[src/rtl/buzzer_pkg.sv]
// Shared types and tone table for the buzzer player.
package buzzer_pkg;

  typedef enum logic [1:0] {
    IDLE = 2'd0,
    TONE = 2'd1,
    GAP  = 2'd2
  } state_t;

  localparam int unsigned TONE_HZ [8] = '{500, 1000, 2000, 3000, 4000, 5000, 6000, 8000};

  // Half period in clk cycles; tones at or above clk/2 clamp to a single cycle.
  function automatic int unsigned half_cyc(input int unsigned clk_hz, input logic [2:0] idx);
    int unsigned h;
    h = clk_hz / (2 * TONE_HZ[idx]);
    return (h == 0) ? 1 : h;
  endfunction

endpackage

[src/rtl/buzzer_player_tone_gen.sv]
// Square-wave generator: restarts low, toggles every HALF cycles while run is high,
// and is held low whenever run is low.
module tone_gen
  import buzzer_pkg::*;
#(
  parameter int CLK_HZ = 50_000_000,
  parameter int N_KEY  = 4,
  localparam int IW    = (N_KEY > 1) ? $clog2(N_KEY) : 1
) (
  input  logic          clk_sel,
  input  logic          sys_rst_n,
  input  logic          restart,
  input  logic          run,
  input  logic [IW-1:0] tone_sel,
  output logic          beeper
);

  localparam int HALF_MAX = half_cyc(CLK_HZ, 3'd0);
  localparam int HW       = $clog2(HALF_MAX + 1);

  logic [HW-1:0] half_tab [N_KEY];
  logic [HW-1:0] cnt;
  logic [HW-1:0] half_m1;

  for (genvar g = 0; g < N_KEY; g++) begin : g_half
    assign half_tab[g] = HW'(half_cyc(CLK_HZ, 3'(g)) - 1);
  end

  assign half_m1 = half_tab[tone_sel];

  always_ff @(posedge clk_sel or negedge sys_rst_n) begin
    if (!sys_rst_n) begin
      cnt    <= '0;
      beeper <= 1'b0;
    end else if (restart) begin
      cnt    <= half_m1;
      beeper <= 1'b0;
    end else if (run) begin
      if (cnt == '0) begin
        cnt    <= half_m1;
        beeper <= ~beeper;
      end else begin
        cnt <= cnt - 1'b1;
      end
    end else begin
      cnt    <= '0;
      beeper <= 1'b0;
    end
  end

endmodule

[src/rtl/buzzer_player.sv]
// Key-triggered beep-burst sequencer: key k plays k+1 beeps of tone k.
// Optional BUZZER_STOP_EN adds a stop input that aborts any burst.
//
// state | meaning
// IDLE  | silent, waiting for a key pulse
// TONE  | beep in progress, square wave running
// GAP   | silence between beeps of one burst
module buzzer_player
  import buzzer_pkg::*;
#(
  parameter int CLK_HZ  = 50_000_000,
  parameter int N_KEY   = 4,
  parameter int BEEP_MS = 100,
  parameter int GAP_MS  = 50,
  localparam int IW     = (N_KEY > 1) ? $clog2(N_KEY) : 1
) (
  input  logic             clk_sel,
  input  logic             sys_rst_n,
  input  logic [N_KEY-1:0] key_pos,
`ifdef BUZZER_STOP_EN
  input  logic             stop,
`endif
  output logic             beeper,
  output logic             busy,
  output logic [IW-1:0]    tone_idx
);

  localparam int BEEP_CYC = CLK_HZ / 1000 * BEEP_MS;
  localparam int GAP_CYC  = CLK_HZ / 1000 * GAP_MS;
  localparam int CYC_MAX  = (BEEP_CYC > GAP_CYC) ? BEEP_CYC : GAP_CYC;
  localparam int DW       = $clog2(CYC_MAX + 1);
  localparam int BLW      = $clog2(N_KEY + 1);
  localparam logic [DW-1:0] BEEP_M1 = DW'(BEEP_CYC - 1);
  localparam logic [DW-1:0] GAP_M1  = DW'(GAP_CYC - 1);

  state_t         state;
  logic [DW-1:0]  dur;
  logic [BLW-1:0] beeps_left;
  logic [IW-1:0]  key_sel;
  logic           key_hit;
  logic           stop_req;
  logic           tg_restart;
  logic           tg_run;
  logic [IW-1:0]  tg_sel;

`ifdef BUZZER_STOP_EN
  assign stop_req = stop;
`else
  assign stop_req = 1'b0;
`endif

  always_comb begin
    key_sel = '0;
    for (int i = N_KEY - 1; i >= 0; i--) begin
      if (key_pos[i]) key_sel = IW'(i);
    end
  end

  assign key_hit = |key_pos;

  // Divider restarts on every burst (re)start and on each gap-to-tone transition.
  assign tg_restart = !stop_req && (key_hit || (state == GAP && dur == '0));
  assign tg_run     = !stop_req && !key_hit && state == TONE && dur != '0;
  assign tg_sel     = key_hit ? key_sel : tone_idx;

  always_ff @(posedge clk_sel or negedge sys_rst_n) begin
    if (!sys_rst_n) begin
      state      <= IDLE;
      busy       <= 1'b0;
      tone_idx   <= '0;
      dur        <= '0;
      beeps_left <= '0;
    end else if (stop_req) begin
      state      <= IDLE;
      busy       <= 1'b0;
      dur        <= '0;
      beeps_left <= '0;
    end else if (key_hit) begin
      state      <= TONE;
      busy       <= 1'b1;
      tone_idx   <= key_sel;
      beeps_left <= BLW'(key_sel) + 1'b1;
      dur        <= BEEP_M1;
    end else begin
      case (state)
        TONE: begin
          if (dur == '0) begin
            beeps_left <= beeps_left - 1'b1;
            if (beeps_left == BLW'(1)) begin
              state <= IDLE;
              busy  <= 1'b0;
            end else begin
              state <= GAP;
              dur   <= GAP_M1;
            end
          end else begin
            dur <= dur - 1'b1;
          end
        end
        GAP: begin
          if (dur == '0) begin
            state <= TONE;
            dur   <= BEEP_M1;
          end else begin
            dur <= dur - 1'b1;
          end
        end
        default: ;
      endcase
    end
  end

  tone_gen #(
    .CLK_HZ(CLK_HZ),
    .N_KEY (N_KEY)
  ) u_tone_gen (
    .clk_sel  (clk_sel),
    .sys_rst_n(sys_rst_n),
    .restart  (tg_restart),
    .run      (tg_run),
    .tone_sel (tg_sel),
    .beeper   (beeper)
  );

endmodule

[config.mk]
export PLATFORM = sky130hd
export DESIGN_NAME = buzzer_player
export DESIGN_NICKNAME = d
export VERILOG_FILES = /design/src/rtl/buzzer_pkg.sv /design/src/rtl/buzzer_player_tone_gen.sv /design/src/rtl/buzzer_player.sv
export SDC_FILE = /design/constraint.sdc
export NUM_CORES = 1
export LEC_CHECK = 0
export CAP_MARGIN = 30
export CORE_ASPECT_RATIO = 0.7
export CORE_MARGIN = 4
export CORE_UTILIZATION = 35
export DETAILED_ROUTE_END_ITERATION = 8
export DONT_BUFFER_PORTS = 1
export GPL_TIMING_DRIVEN = 0
export SLEW_MARGIN = 20
export SYNTH_ARGS = -nofsm -noshare
export SYNTH_HDL_FRONTEND = slang
export SYNTH_HIERARCHICAL = 1
export SYNTH_SLANG_ARGS = --single-unit
[constraint.sdc]
create_clock -name clk_sel -period 2.3 [get_ports clk_sel]
set_clock_uncertainty 0.15 [all_clocks]
set_input_delay 0.115 -clock clk_sel [delete_from_list [all_inputs] [get_ports clk_sel]]
set_output_delay 0.115 -clock clk_sel [all_outputs]
set_load 0.005 [all_outputs]
==> summary.md <==
| Metric | Value |
|---|---|
| Status | finished, violations left |
| Failing checks | setup timing |
| Setup TNS | -4.39 ns |
| TritonCTS Buffers | 5 |
| R2r setup slk | -0.20 ns |
| Starting Density | 0.363 |
| GRT overflow | 0 |
| Top Ports | 10 |
| Worst path top cell family by delay | simple AND/OR/NAND/NOR gates |
| Synth warn | 6 |
| Fin crit period | 2.50 ns |
| Area Growth Syn to Fin | 38.4% |
| Crit Path Category | reg2reg |
| Via count | 2631 |
| Ys flop type | dfrtp_1 |
| NetSw | 455 uW |
| Post-Route WL | 8.64 mm |
| Design Power | 1840 uW |
| Number of flops mapped to enable cells by yosys | 0 |
| Clock sink count | 48 |
| Largest family of logic cells by synthesized area | simple AND/OR/NAND/NOR gates |
| Mapped cell area | 2880 um^2 |
| Clock Power Share | 0.403 |
| Max Cap Viol | 0 |
| Switching share of power | 0.247 |
| First-pass GRT wire length | 12.9 mm |
| Detailed Place HPWL | 4.81 mm |
| Fmax | 399 MHz |
| Detailed Routing Iterations Pass 1 | 7 |
| Place WS | -0.413 ns |
| Row count | 27 |
| Critical path required time | 2.32 ns |
| Worst stage delay on the critical path | 0.56 ns |
| CTS tree | yes |
| Final Setup Violations | 41 |
| CP max-delay cell | or4_4 |
| Gr usage total | 0.166 |
| Clk root buf | clkbuf_16 |
| FF/Latch Area | 1200 um^2 |
| Critical path cell sequence | or4_4 > nor2_4 > buf_12 > nand3_4 > a211o_4 > buf_6 > o21a_1 > o22a_1 |
| Final RePlAce weighted congestion | 0.833 |
| Worst EP arrival | 2.53 ns |
| Antenna violations before repair | 0 |
| Max VDD drop | 325 uV |
| PortBufs | 0 |
| # nets final | 369 |
| Seq cells post-synth | 48 |
| Post-Synth Adder-Cell Area | 0.0434 |
| Worst setup margin | -0.203 ns |
| Cells after synthesis | 304 |
| Worst Hold End | beeps_left[2] |
| Seq pwr share | 0.495 |
| Pint | 1390 uW |
| Diodes inserted | 0 |
| Die Y | 83.9 um |
| Fillers | 671 |
| CP max FO | 5 |
| RSZ-0062 raised after global routing | true |
| Stages on worst setup path | 8 |
| CP Capture Type | flop |
| Placed cell areas | 3040 um^2 |
| Synth Area per Inst | 9.48 um^2 |
| Initial drt markers | 270 |
| Hold WC Path Type | in2reg |
| Compound-Gate Fraction of Synth Area | 0.198 |
| Max_slew headroom | 0.524 |
| Simple-Gate Fraction of Synth Area | 0.253 |
| Syn nets | 320 |
| Sequential fraction of the synthesis area | 0.417 |
| Hold Path Cell Cnt | 4 |
| Fin cells | 455 |
| Bufs on Longest Clock Path | 2 |
| RR Startpoint | dur[9] |
| Mux cell area share after synthesis | 0.00347 |
| Wire length per cell | 19.0 um |
| Placed Cells | 405 |
| Vias in the first global route | 2472 |
| DIE WIDTH | 116 um |
| Yosys cell types | 53 |
| Final routed DRC violation total | 0 |
| Antenna viol nets, final | 0 |
| Post-Synth XOR/XNOR Area | 0.0426 |
| Htree depth | 2 |
| Depth of the most critical reg-to-reg path | 8 |
| Pwr/cell area | 462 nW/um^2 |
| Worst reg2reg path endpoint | dur[11] |
| Fraction of layout cells with a size suffix above 1 | 0.381 |
| Multi-input gate area | 1920 um^2 |
| Most common cell after layout, fill and taps aside | dfrtp_1 |
| Reg clk slew, reported paths | 0.07 ns |
| Largest net degree at the start of global routing | 49 |
| Worst skew pair latency | 0.29 ns |
| Core area | 7940 um^2 |
| Fin. Hold Viols | 0 |
| Final worst-path cycle share | 1.09 |
| Die ar. | 9770 um^2 |
| Vias/cell | 5.78 |
| CP Launch Type | flop |
| Leak | 0.00154 uW |
| Most frequent cells in the layout | 45 x dfrtp_1, 24 x nor2_1, 22 x buf_4, 20 x nand2_1, 18 x buf_6 |
| Critical path buffers and inverters | 2 |
| Async S/R FF share, synth | 1.00 |
| Worst hold start | key_pos[1] |
| Final slew viol count | 0 |
| Gate power share | 0.102 |
| Least-Margin Pin Slew | 0.709 ns |
| Post-route cell area | 3990 um^2 |
## routing by layer
metal,vias to the layer above,wire length (um),GRT usage
met5,-,0,0
met3,15,561,0.0312
met4,0,183,0.0358
met1,1312,3980,0.260
li1,1211,-,-
met2,93,3910,0.231
## power groups by stage
stage / logic (uW) / clock network (uW) / registers [uW]
after floorplan: 92.1 / 0 / 916
after global placement: 112 / 0 / 923
after detailed placement: 113 / 0 / 924
after CTS: 170 / 759 / 908
after global routing: 206 / 806 / 914
final: 187 / 742 / 911
## cells by family (layout without fill, tap and decap cells)
logic type,count (synthesis),in the layout
AOI/OAI and AO/OA,84,84
xor gates and xnor gates,14,14
adders and majority gates,10,10
buffers and inverters,23,73
DFF,48,48
muxes,1,1
and+or+nand+nor,124,124
## worst min-delay path, cell delays in order
cell     delay, ns
nor3_1        0.03
ha_1          0.17
nand2_1       0.05
o21ai_1       0.05
## cells in the mapped netlist (all sizes together) (8+ instances only)
master	n	area, um^2
buf	8	67.6
o22ai	8	50.1
nand2	25	96.4
nor3	17	95.1
xnor2	10	87.6
a21oi	22	121
o21ai	21	113
nor4	11	133
nand3	11	65.1
ha	10	125
dfrtp	48	1200
inv	14	52.6
nor2	31	124
## layout make-up
class / instances / area share
Buffer: 6 / 0.0151
Clock buffer: 6 / 0.0348
Clock inverter: 2 / 0.00251
Inverter: 14 / 0.0138
Multi-Input combinational cell: 233 / 0.481
Sequential cell: 48 / 0.302
Tap cell: 101 / 0.0317
Timing Repair Buffer: 45 / 0.119
## per-stage QoR
step / hold slack [ns] / util
floorplan: -0.331 / -
global route: 0.0314 / 0.502
global placement: -0.328 / 0.383
CTS: 0.0230 / 0.456
finish: 0.0164 / 0.502
detailed placement: -0.328 / 0.383
## worst max path at each step
stage / from / endpoint / slack [ns]
after detailed placement: dur[5] / dur[20] / -0.41
after global placement: dur[5] / dur[20] / -0.41
after CTS: dur[11] / dur[20] / -0.22
after global routing: dur[9] / dur[20] / -0.28
after floorplan: dur[15] / dur[17] / -0.005
final: dur[9] / dur[11] / -0.20
## state kept, by name, indices dropped and copies added, names as in the netlist
| signal | flops |
|---|---|
| beeps_left | 3 |
| busy | 1 |
| dur | 23 |
| state | 2 |
| tone_idx | 2 |
| u_tone_gen/beeper | 1 |
| u_tone_gen/cnt | 16 |
## what timing repair did
item | 4_1_cts | 5_1_grt
hold buffers | 4 | 0
pin swaps | 29 | 29
endpoints found under the setup margin | 41 | 46
cloned | 3 | 2
resized for setup | 50 | 63
hold endpoints to repair | 50 | 0
setup buffers | 21 | 17
No activity file was read; power rests on OpenSTA's default activity.
